### config.mk
export PLATFORM = sky130hd
export DESIGN_NAME = pwm_duty_ctrl_flat
export DESIGN_NICKNAME = d
export VERILOG_FILES = /design/src/rtl/pwm_duty_if.sv /design/src/rtl/pwm_duty_ctrl.sv /design/src/flat_wrapper.sv
export SDC_FILE = /design/constraint.sdc
export NUM_CORES = 1
export LEC_CHECK = 0
export CAP_MARGIN = 40
export CORE_UTILIZATION = 55
export CTS_CLUSTER_DIAMETER = 50
export DETAILED_ROUTE_END_ITERATION = 10
export DONT_BUFFER_PORTS = 1
export HOLD_SLACK_MARGIN = 0.02
export PLACE_DENSITY_LB_ADDON = 0.08
export REMOVE_ABC_BUFFERS = 1
export SYNTH_ARGS = -nofsm -noshare
export SYNTH_HDL_FRONTEND = slang
export SYNTH_SLANG_ARGS = --single-unit
### constraint.sdc
create_clock -name clk -period 2.3 [get_ports clk]
set_input_delay 0.345 -clock clk [delete_from_list [all_inputs] [get_ports clk]]
set_output_delay 0.345 -clock clk [all_outputs]
set_load 0.01 [all_outputs]
### src/rtl/pwm_duty_if.sv
// Button-in / duty-out bundle between the front panel logic and the PWM duty controller.
interface pwm_duty_if #(
    parameter int DUTY_W = 4
);
    logic              ena;
    logic              btn_inc;
    logic              btn_dec;
    logic [DUTY_W-1:0] duty;
    logic              duty_upd;
    logic              inc_db;
    logic              dec_db;

    modport master (
        output ena, btn_inc, btn_dec,
        input  duty, duty_upd, inc_db, dec_db
    );

    modport slave (
        input  ena, btn_inc, btn_dec,
        output duty, duty_upd, inc_db, dec_db
    );
endinterface

### src/rtl/pwm_duty_ctrl.sv
// Button synchroniser/debouncer plus single-step and auto-repeat FSM driving a
// saturating duty register for the downstream PWM stage.
module pwm_duty_ctrl #(
    parameter int DUTY_W       = 4,
    parameter int MAX_DUTY     = 10,
    parameter int INIT_DUTY    = 5,
    parameter int DEB_CYCLES   = 4,
    parameter int REPEAT_DELAY = 8,
    parameter int REPEAT_RATE  = 4
) (
    input  logic       clk,
    input  logic       rst_n,
    pwm_duty_if.slave  bus
);
    localparam int DCW = (DEB_CYCLES > 2) ? $clog2(DEB_CYCLES) : 1;
    localparam int RCW = $clog2((REPEAT_DELAY > REPEAT_RATE) ? REPEAT_DELAY : REPEAT_RATE) + 1;

    typedef enum logic [1:0] {
        IDLE   = 2'd0,
        DELAY  = 2'd1,
        REPEAT = 2'd2,
        BLOCK  = 2'd3
    } state_t;

    // index 0 = increase button, index 1 = decrease button
    logic [1:0]        sync1_r, sync2_r, db_r, db_q_r;
    logic [DCW-1:0]    deb_cnt_r [2];
    state_t            state_r, state_s;
    logic              dir_r, dir_s;        // 1 = decrease direction held
    logic [RCW-1:0]    rpt_cnt_r, rpt_cnt_s;
    logic              step_up_s, step_dn_s;
    logic [DUTY_W-1:0] duty_r;
    logic              duty_upd_r;

    logic inc_s, dec_s, inc_rise_s, dec_rise_s, held_s, other_s;
    assign inc_s      = db_r[0];
    assign dec_s      = db_r[1];
    assign inc_rise_s = db_r[0] & ~db_q_r[0];
    assign dec_rise_s = db_r[1] & ~db_q_r[1];
    assign held_s     = dir_r ? dec_s : inc_s;
    assign other_s    = dir_r ? inc_s : dec_s;

    // Two-flop synchronisers and per-button debounce counters
    always_ff @(posedge clk) begin
        if (!rst_n) begin
            sync1_r      <= 2'b00;
            sync2_r      <= 2'b00;
            db_r         <= 2'b00;
            db_q_r       <= 2'b00;
            deb_cnt_r[0] <= {DCW{1'b0}};
            deb_cnt_r[1] <= {DCW{1'b0}};
        end else begin
            sync1_r <= {bus.btn_dec, bus.btn_inc};
            sync2_r <= sync1_r;
            db_q_r  <= db_r;
            for (int i = 0; i < 2; i++) begin
                if (sync2_r[i] == db_r[i]) begin
                    deb_cnt_r[i] <= {DCW{1'b0}};
                end else if (deb_cnt_r[i] == DCW'(DEB_CYCLES - 1)) begin
                    db_r[i]      <= sync2_r[i];
                    deb_cnt_r[i] <= {DCW{1'b0}};
                end else begin
                    deb_cnt_r[i] <= deb_cnt_r[i] + DCW'(1);
                end
            end
        end
    end

    // Step FSM state register
    always_ff @(posedge clk) begin
        if (!rst_n) begin
            state_r   <= IDLE;
            dir_r     <= 1'b0;
            rpt_cnt_r <= {RCW{1'b0}};
        end else begin
            state_r   <= state_s;
            dir_r     <= dir_s;
            rpt_cnt_r <= rpt_cnt_s;
        end
    end

    // Step FSM next state and step requests; a second button always wins over repeat
    always_comb begin
        state_s   = state_r;
        dir_s     = dir_r;
        rpt_cnt_s = rpt_cnt_r;
        step_up_s = 1'b0;
        step_dn_s = 1'b0;
        if (!bus.ena) begin
            state_s   = IDLE;
            rpt_cnt_s = {RCW{1'b0}};
        end else begin
            case (state_r)
                IDLE: begin
                    rpt_cnt_s = {RCW{1'b0}};
                    if (inc_s && dec_s) begin
                        state_s = BLOCK;
                    end else if (inc_rise_s) begin
                        step_up_s = 1'b1;
                        dir_s     = 1'b0;
                        state_s   = DELAY;
                    end else if (dec_rise_s) begin
                        step_dn_s = 1'b1;
                        dir_s     = 1'b1;
                        state_s   = DELAY;
                    end else begin
                        state_s = IDLE;
                    end
                end
                DELAY, REPEAT: begin
                    if (other_s) begin
                        state_s = BLOCK;
                    end else if (!held_s) begin
                        state_s = IDLE;
                    end else if (rpt_cnt_r == ((state_r == DELAY) ? RCW'(REPEAT_DELAY - 1)
                                                                  : RCW'(REPEAT_RATE - 1))) begin
                        step_up_s = ~dir_r;
                        step_dn_s = dir_r;
                        state_s   = REPEAT;
                        rpt_cnt_s = {RCW{1'b0}};
                    end else begin
                        rpt_cnt_s = rpt_cnt_r + RCW'(1);
                    end
                end
                BLOCK: begin
                    if (!inc_s && !dec_s) begin
                        state_s = IDLE;
                    end else begin
                        state_s = BLOCK;
                    end
                end
                default: begin
                    state_s   = IDLE;
                    rpt_cnt_s = {RCW{1'b0}};
                end
            endcase
        end
    end

    // Saturating duty register; a step that cannot move duty does not pulse duty_upd
    always_ff @(posedge clk) begin
        if (!rst_n) begin
            duty_r     <= DUTY_W'(INIT_DUTY);
            duty_upd_r <= 1'b0;
        end else if (step_up_s && (duty_r < DUTY_W'(MAX_DUTY))) begin
            duty_r     <= duty_r + DUTY_W'(1);
            duty_upd_r <= 1'b1;
        end else if (step_dn_s && (duty_r != DUTY_W'(0))) begin
            duty_r     <= duty_r - DUTY_W'(1);
            duty_upd_r <= 1'b1;
        end else begin
            duty_upd_r <= 1'b0;
        end
    end

    assign bus.duty     = duty_r;
    assign bus.duty_upd = duty_upd_r;
    assign bus.inc_db   = db_r[0];
    assign bus.dec_db   = db_r[1];
endmodule
### src/flat_wrapper.sv
// flat-port wrapper written by rule: the top's interface ports become plain ports
module pwm_duty_ctrl_flat 
#(
    parameter int DUTY_W       = 4,
    parameter int MAX_DUTY     = 10,
    parameter int INIT_DUTY    = 5,
    parameter int DEB_CYCLES   = 4,
    parameter int REPEAT_DELAY = 8,
    parameter int REPEAT_RATE  = 4
)
  (clk, rst_n, bus_ena, bus_btn_inc, bus_btn_dec, bus_duty, bus_duty_upd, bus_inc_db, bus_dec_db);
  pwm_duty_if #(.DUTY_W(DUTY_W)) bus_i ();
  input  logic clk;
  input  logic rst_n;
  input wire logic [$bits(bus_i.ena)-1:0] bus_ena;
  input wire logic [$bits(bus_i.btn_inc)-1:0] bus_btn_inc;
  input wire logic [$bits(bus_i.btn_dec)-1:0] bus_btn_dec;
  output wire logic [$bits(bus_i.duty)-1:0] bus_duty;
  output wire logic [$bits(bus_i.duty_upd)-1:0] bus_duty_upd;
  output wire logic [$bits(bus_i.inc_db)-1:0] bus_inc_db;
  output wire logic [$bits(bus_i.dec_db)-1:0] bus_dec_db;
  assign bus_i.ena = bus_ena;
  assign bus_i.btn_inc = bus_btn_inc;
  assign bus_i.btn_dec = bus_btn_dec;
  assign bus_duty = bus_i.duty;
  assign bus_duty_upd = bus_i.duty_upd;
  assign bus_inc_db = bus_i.inc_db;
  assign bus_dec_db = bus_i.dec_db;
  pwm_duty_ctrl #(.DUTY_W(DUTY_W), .MAX_DUTY(MAX_DUTY), .INIT_DUTY(INIT_DUTY), .DEB_CYCLES(DEB_CYCLES), .REPEAT_DELAY(REPEAT_DELAY), .REPEAT_RATE(REPEAT_RATE)) u_core (.clk(clk), .rst_n(rst_n), .bus(bus_i));
endmodule
== Yosys cells after proc, flatten, opt, wreduce, memory -nomap -nowiden ==
Memory sizes are Yosys's and may differ from the RTL's.
Cells that the tools add are included.

* $add $sub $neg: 5
* Magnitude comparators: 1
* Eq/ne operators: 11
* Multiplexer cells: 65
* Bitwise logic cells: 14
* Reductions and logical operators: 17

{| class="wikitable"
|+ Operators by type and width
! kind !! count
|-
| 2-to-1 mux 1 bit || 43
|-
| 2-to-1 mux 2 bit || 12
|-
| 2-to-1 mux 4 bit || 5
|-
| adder 4 x 1 -> 4 bit (second input constant) || 2
|-
| == test 2 bit (second input constant) || 4
|-
| one-hot mux 4 bit (2 select lines) || 1
|-
| NOT 1 bit || 6
|-
| bitwise OR 1 bit || 6
|-
| one-hot mux 2 bit (3 select lines) || 1
|-
| AND reduction 2 bit || 3
|-
| nonzero test 2 bit || 3
|-
| adder 2 x 1 -> 2 bit (second input constant) || 2
|-
| == test 4 bit || 1
|-
| logical AND 1 bit || 4
|-
| < comparator 4 bit (second input constant) || 1
|-
| inequality test 4 bit (second input constant) || 1
|-
| one-hot mux 1 bit (2 select lines) || 2
|-
| AND reduction 4 bit || 1
|-
| nonzero test 4 bit || 1
|-
| subtractor 4 x 1 -> 4 bit (second input constant) || 1
|-
| 2-to-1 mux 3 bit || 1
|-
| AND reduction 3 bit || 1
|-
| AND 1 bit || 2
|-
| == test 1 bit || 2
|-
| 6 further kinds || 7
|}

* Bits in registers: 20
* Bits in writable memories: 4
* Bits of input ports: 5
* Output and inout port bits: 7
* Word-level logic and storage cells: 124
* Memories: 1

{| class="wikitable"
|+ Memories
! memory !! words !! bits a word !! rd ports !! clocked after memory_dff !! write ports !! RTL line !! RTL
|-
| u_core.deb_cnt_r || 2 || 2 || 2 || 0 || 2 || pwm_duty_ctrl.sv:27 || <nowiki>logic [DCW-1:0] deb_cnt_r [2];</nowiki>
|}

== Longest topological paths before layout ==
* Depth after elaboration: 11
* Mapped depth: 10
* Mapped depth without buffers: 10

== Least setup slack after synthesis ==
No wires, ideal clock.

* Path kind: reg-to-reg
* Start: reg u_core.state_r[0]
* End: reg u_core.duty_r[3], in the netlist u_core.bus.duty[3]
* Setup time: 0.064 ns
* Arrival time: 2.283 ns
* Required time: 2.236 ns
* Path slack: -0.047 ns
* Stages on the path, launching flop included: 11
* Path buffers: 0
* Period minus slack after synthesis: 2.347 ns
* Cell sequence: dfxtp_1 -> inv_1 -> ha_1 -> nor2b_1 -> a32o_1 -> nand2_1 -> ha_1 -> a21o_1 -> a21o_1 -> a211o_1 -> nand4_1

* Cells in the longest elaborated chain, start to end: 10
* Elaborated cells on any way between the ends: 20
* Classes of those cells: eq/ne (3); mux (12); reduce/logical (5)

{| class="wikitable"
|+ Ends and longest elaborated chain
! what !! RTL line !! RTL
|-
| start: declaration || pwm_duty_ctrl.sv:28 || <nowiki>state_t state_r, state_s;</nowiki>
|-
| start signal: assignment || pwm_duty_ctrl.sv:76 || <nowiki>state_r <= state_s;</nowiki>
|-
| == test 2 x 1 -> 1 bit || pwm_duty_ctrl.sv:93, pwm_duty_ctrl.sv:115 ||
|-
| 2-to-1 mux 3 bit || pwm_duty_ctrl.sv:115 || <nowiki>end else if (rpt_cnt_r == ((state_r == DELAY) ? RCW'(REPEAT_DELAY - 1)</nowiki>
|-
| == test 4 bit || pwm_duty_ctrl.sv:115 ||
|-
| 2-to-1 mux 1 bit || pwm_duty_ctrl.sv:115 ||
|-
| 2-to-1 mux 1 bit || pwm_duty_ctrl.sv:113 || <nowiki>end else if (!held_s) begin</nowiki>
|-
| 2-to-1 mux 1 bit || pwm_duty_ctrl.sv:111 || <nowiki>if (other_s) begin</nowiki>
|-
| one-hot mux 1 bit (2 select lines) || pwm_duty_ctrl.sv:93 || <nowiki>case (state_r)</nowiki>
|-
| 2-to-1 mux 1 bit || pwm_duty_ctrl.sv:89 || <nowiki>if (!bus.ena) begin</nowiki>
|-
| logical AND 1 bit, on equally long branches || pwm_duty_ctrl.sv:145, pwm_duty_ctrl.sv:148 ||
|-
| 2-to-1 mux 4 bit / nonzero test 2 bit (equally long branches) || - ||
|-
| end signal: assignment || pwm_duty_ctrl.sv:143 || <nowiki>duty_r <= DUTY_W'(INIT_DUTY);</nowiki>
|-
| end signal: assignment || pwm_duty_ctrl.sv:146 || <nowiki>duty_r <= duty_r + DUTY_W'(1);</nowiki>
|-
| end signal: assignment || pwm_duty_ctrl.sv:149 || <nowiki>duty_r <= duty_r - DUTY_W'(1);</nowiki>
|-
| end: declaration || pwm_duty_ctrl.sv:32 || <nowiki>logic [DUTY_W-1:0] duty_r;</nowiki>
|}

Parallel ways exist; a longest one is shown, timed or not.
A chain may end at the register's enable or synchronous reset.

== Final worst setup path ==
* Start: reg u_core.state_r[1]
* End: reg u_core.duty_r[3], in the netlist u_core.bus.duty[3]

Same word-level chain as after synthesis.

==> impl_metrics.tcl <==
set metrics [dict create \
    status "finished, final reports clean" \
    layout_common_cells "dfxtp_1 (18), nand2_1 (8), buf_4 (8)" \
    vias 1022 \
    cts-root-buf "clkbuf_4" \
    hold_path_class "primary input to flip-flop" \
    start_util_pct 60.3 \
    setup_ws_ps 87.6 \
    grt_pass1_vias 918 \
    ys_async_sr_fraction_pct 0 \
    start_kind "flip-flop" \
    p_per_area_nw_per_um2 515 \
    fmax_mhz 452 \
    wl_per_cell_um 15.0 \
    setup_violations 0 \
    drt-total-wl_um 2630 \
    nNetsFinal 162 \
    p_leak_uw 0.000575 \
    insertion_delay_ps 330 \
    ir_drop_mv 0.507 \
    syn2layout_area_growth_pct 10.6 \
    ys_warn_count 0 \
    hpwl_um 1800 \
    track_usage_pct 22.2 \
    pin_count 12 \
    overflow 0 \
    cts_tree "done" \
    ys.flop_type "dfxtp_1" \
    reg2reg_slack_ps 90 \
    vias_per_cell 5.84 \
    cp-end-kind "flip-flop" \
    stdcell_area_um2 1520 \
    cts-buffers-inserted 3 \
    htreeDepth 1 \
    antenna_found_initial 0 \
    remaining_drc_errors 0 \
    path_clk_slew_ps 140 \
    cap_violations 0 \
    syn_area_um2 1370 \
    maxSlewViolCount 0 \
    first_pass_iters 4 \
    fin_crit_sh_pct 96.2 \
    fp.dieW_um 52.0 \
    drt_iter0_markers 31 \
    ys_ff_latch 24 \
    die_area_um2 2700 \
    fin_skew_ps 4.12 \
    hold_depth 1 \
    rr_startpoint "u_core.state_r[1]$_SDFFE_PN0P_" \
    required_ps 2580 \
    syn_inst 137 \
    synth_edf_count 4 \
    antenna-diode-count 0 \
    synth.yosys.seq_area_share_pct 37.9 \
    crit_start "u_core.state_r[1]$_SDFFE_PN0P_" \
    drive_gt1_share_pct 19.7 \
    ant_nets 0 \
    layout_commonest_cell "dfxtp_1" \
    postCtsHoldBufs 0 \
    r2r-end "u_core.bus.duty[3]$_SDFFE_PN0P_" \
    yosysUniqueCellTypes 52 \
    criticalPathCategory "flip-flop to flip-flop" \
    gp_congestion 0.786 \
    hold_violations 0 \
    grt_pass1_wl_um 4270 \
    hold-worst-slack_ps 132 \
    min_to "u_core.sync1_r[0]$_SDFF_PN0_" \
    grt_max_degree 26 \
    path_max_fanout 3 \
    cts_buffer_depth 2 \
    critPathArrivalTime_ps 2490 \
    pre_cts_ws_ps 7.29 \
    dieHeight_um 52.0 \
    rows 17 \
    postCtsSetupRepairBufs 0 \
    placed_cell_area_um2 1440 \
    hp-start "bus_btn_inc" \
    core_um2 2280 \
    io_buffer_count 0 \
    reg2reg_depth 10 \
    avgSynthCellArea_um2 10.0 \
    cts.sinks 24 \
    layout_min_cycle_time_ps 2210 \
]
where the power goes:
part           leakage [uW]  switching (uW)  internal, uW
combinational      0.000343            14.4          15.0
clock             0.0000279             138           176
sequential         0.000205            4.47           434
total              0.000575             157           625
critical path, stage by stage (launching register included):
cell	delay [ps]
dfxtp_2	360
inv_1	60
ha_1	300
nor2b_2	160
a32o_2	280
nand2_2	120
ha_4	210
a21o_1	160
a21o_1	160
a211o_1	260
nand4_1	90
routing by layer:
| layer | GRT usage (%) | up-vias | wire, um |
|---|---|---|---|
| met1 | 27.5 | 483 | 1250 |
| met3 | 6.73 | 5 | 149 |
| met2 | 35.9 | 22 | 1190 |
| met5 | 0 | - | 0 |
| met4 | 8.11 | 0 | 42 |
| li1 | - | 512 | - |
sequential cells by signal, indices dropped and copies added (netlist names):
name and count:
u_core.sync1_r 2, u_core.rpt_cnt_r 4, u_core.bus.duty_upd 1, u_core.state_r 2
u_core.deb_cnt_r 4, u_core.dir_r 1, u_core.bus.duty 4, u_core.db_q_r 2
u_core.db_r 2, u_core.sync2_r 2
cell usage after synthesis (2+ instances only):
cell type  number  share of area [%]
dfxtp_1        20                 29
nand2_1         9                2.5
ha_1            8                7.3
nor2b_1         8                3.6
nor2_1          7                1.9
and2_1          6                2.7
inv_1           6                1.6
o21ai_0         6                2.2
a21o_1          4                2.2
edfxtp_1        4                8.8
mux2i_1         4                2.9
nand4_1         3                1.4
xnor2_1         3                1.9
a211o_1         2                1.3
a21oi_1         2               0.73
a32o_1          2                1.5
and3_1          2               0.91
and4b_1         2                1.5
clkbuf_1        2               0.55
mux2_1          2                1.6
nand2b_1        2               0.91
nand3_1         2               0.73
nor4bb_1        2                1.5
kinds of logic after synthesis:
| kind of cell | count (synthesis) | synth area share, % |
|---|---|---|
| buf+inv | 11 | 4.38 |
| fa+ha+maj | 9 | 8.75 |
| mux | 6 | 4.56 |
| flops | 24 | 37.9 |
| simple gates | 54 | 24.6 |
| other cells | 1 | 0.273 |
| xor+xnor | 4 | 2.55 |
| compound gates | 28 | 17.0 |
what timing repair did:
item | 4_1_cts | 5_1_grt
pin swaps | 0 | 5
endpoints found under the setup margin | 1 | 2
resized for setup | 2 | 5
per-stage QoR:
stage	cells	utilization [%]	setup TNS (ps)	power (uW)
finish	175	66.7	0	782
global route	175	66.7	-6.42	808
CTS	175	65.8	0	788
detailed placement	171	63.3	0	477
global placement	171	63.3	0	476
floorplan	135	-	-46.9	471
worst max path at each step:
stage / slack, ps / end / cells after the start
floorplan: -50 / u_core.bus.duty[3]$_SDFFE_PN0P_ / 10
global placement: 80 / u_core.bus.duty[3]$_SDFFE_PN0P_ / 10
detailed placement: 7 / u_core.bus.duty[3]$_SDFFE_PN0P_ / 10
CTS: 30 / u_core.bus.duty[3]$_SDFFE_PN0P_ / 10
global route: -6 / u_core.bus.duty[3]$_SDFFE_PN0P_ / 10
finish: 90 / u_core.bus.duty[3]$_SDFFE_PN0P_ / 10
final cells by class:
class | count | area [um^2]
Inverter | 6 | 22.5
Fill cell | 174 | 758
Sequential cell | 24 | 526
Clock buffer | 3 | 22.5
Multi-Input combinational cell | 105 | 822
Tap cell | 28 | 35.0
Timing Repair Buffer | 8 | 60.1
Clock inverter | 1 | 30.0
(Power assumes the default switching activity.)
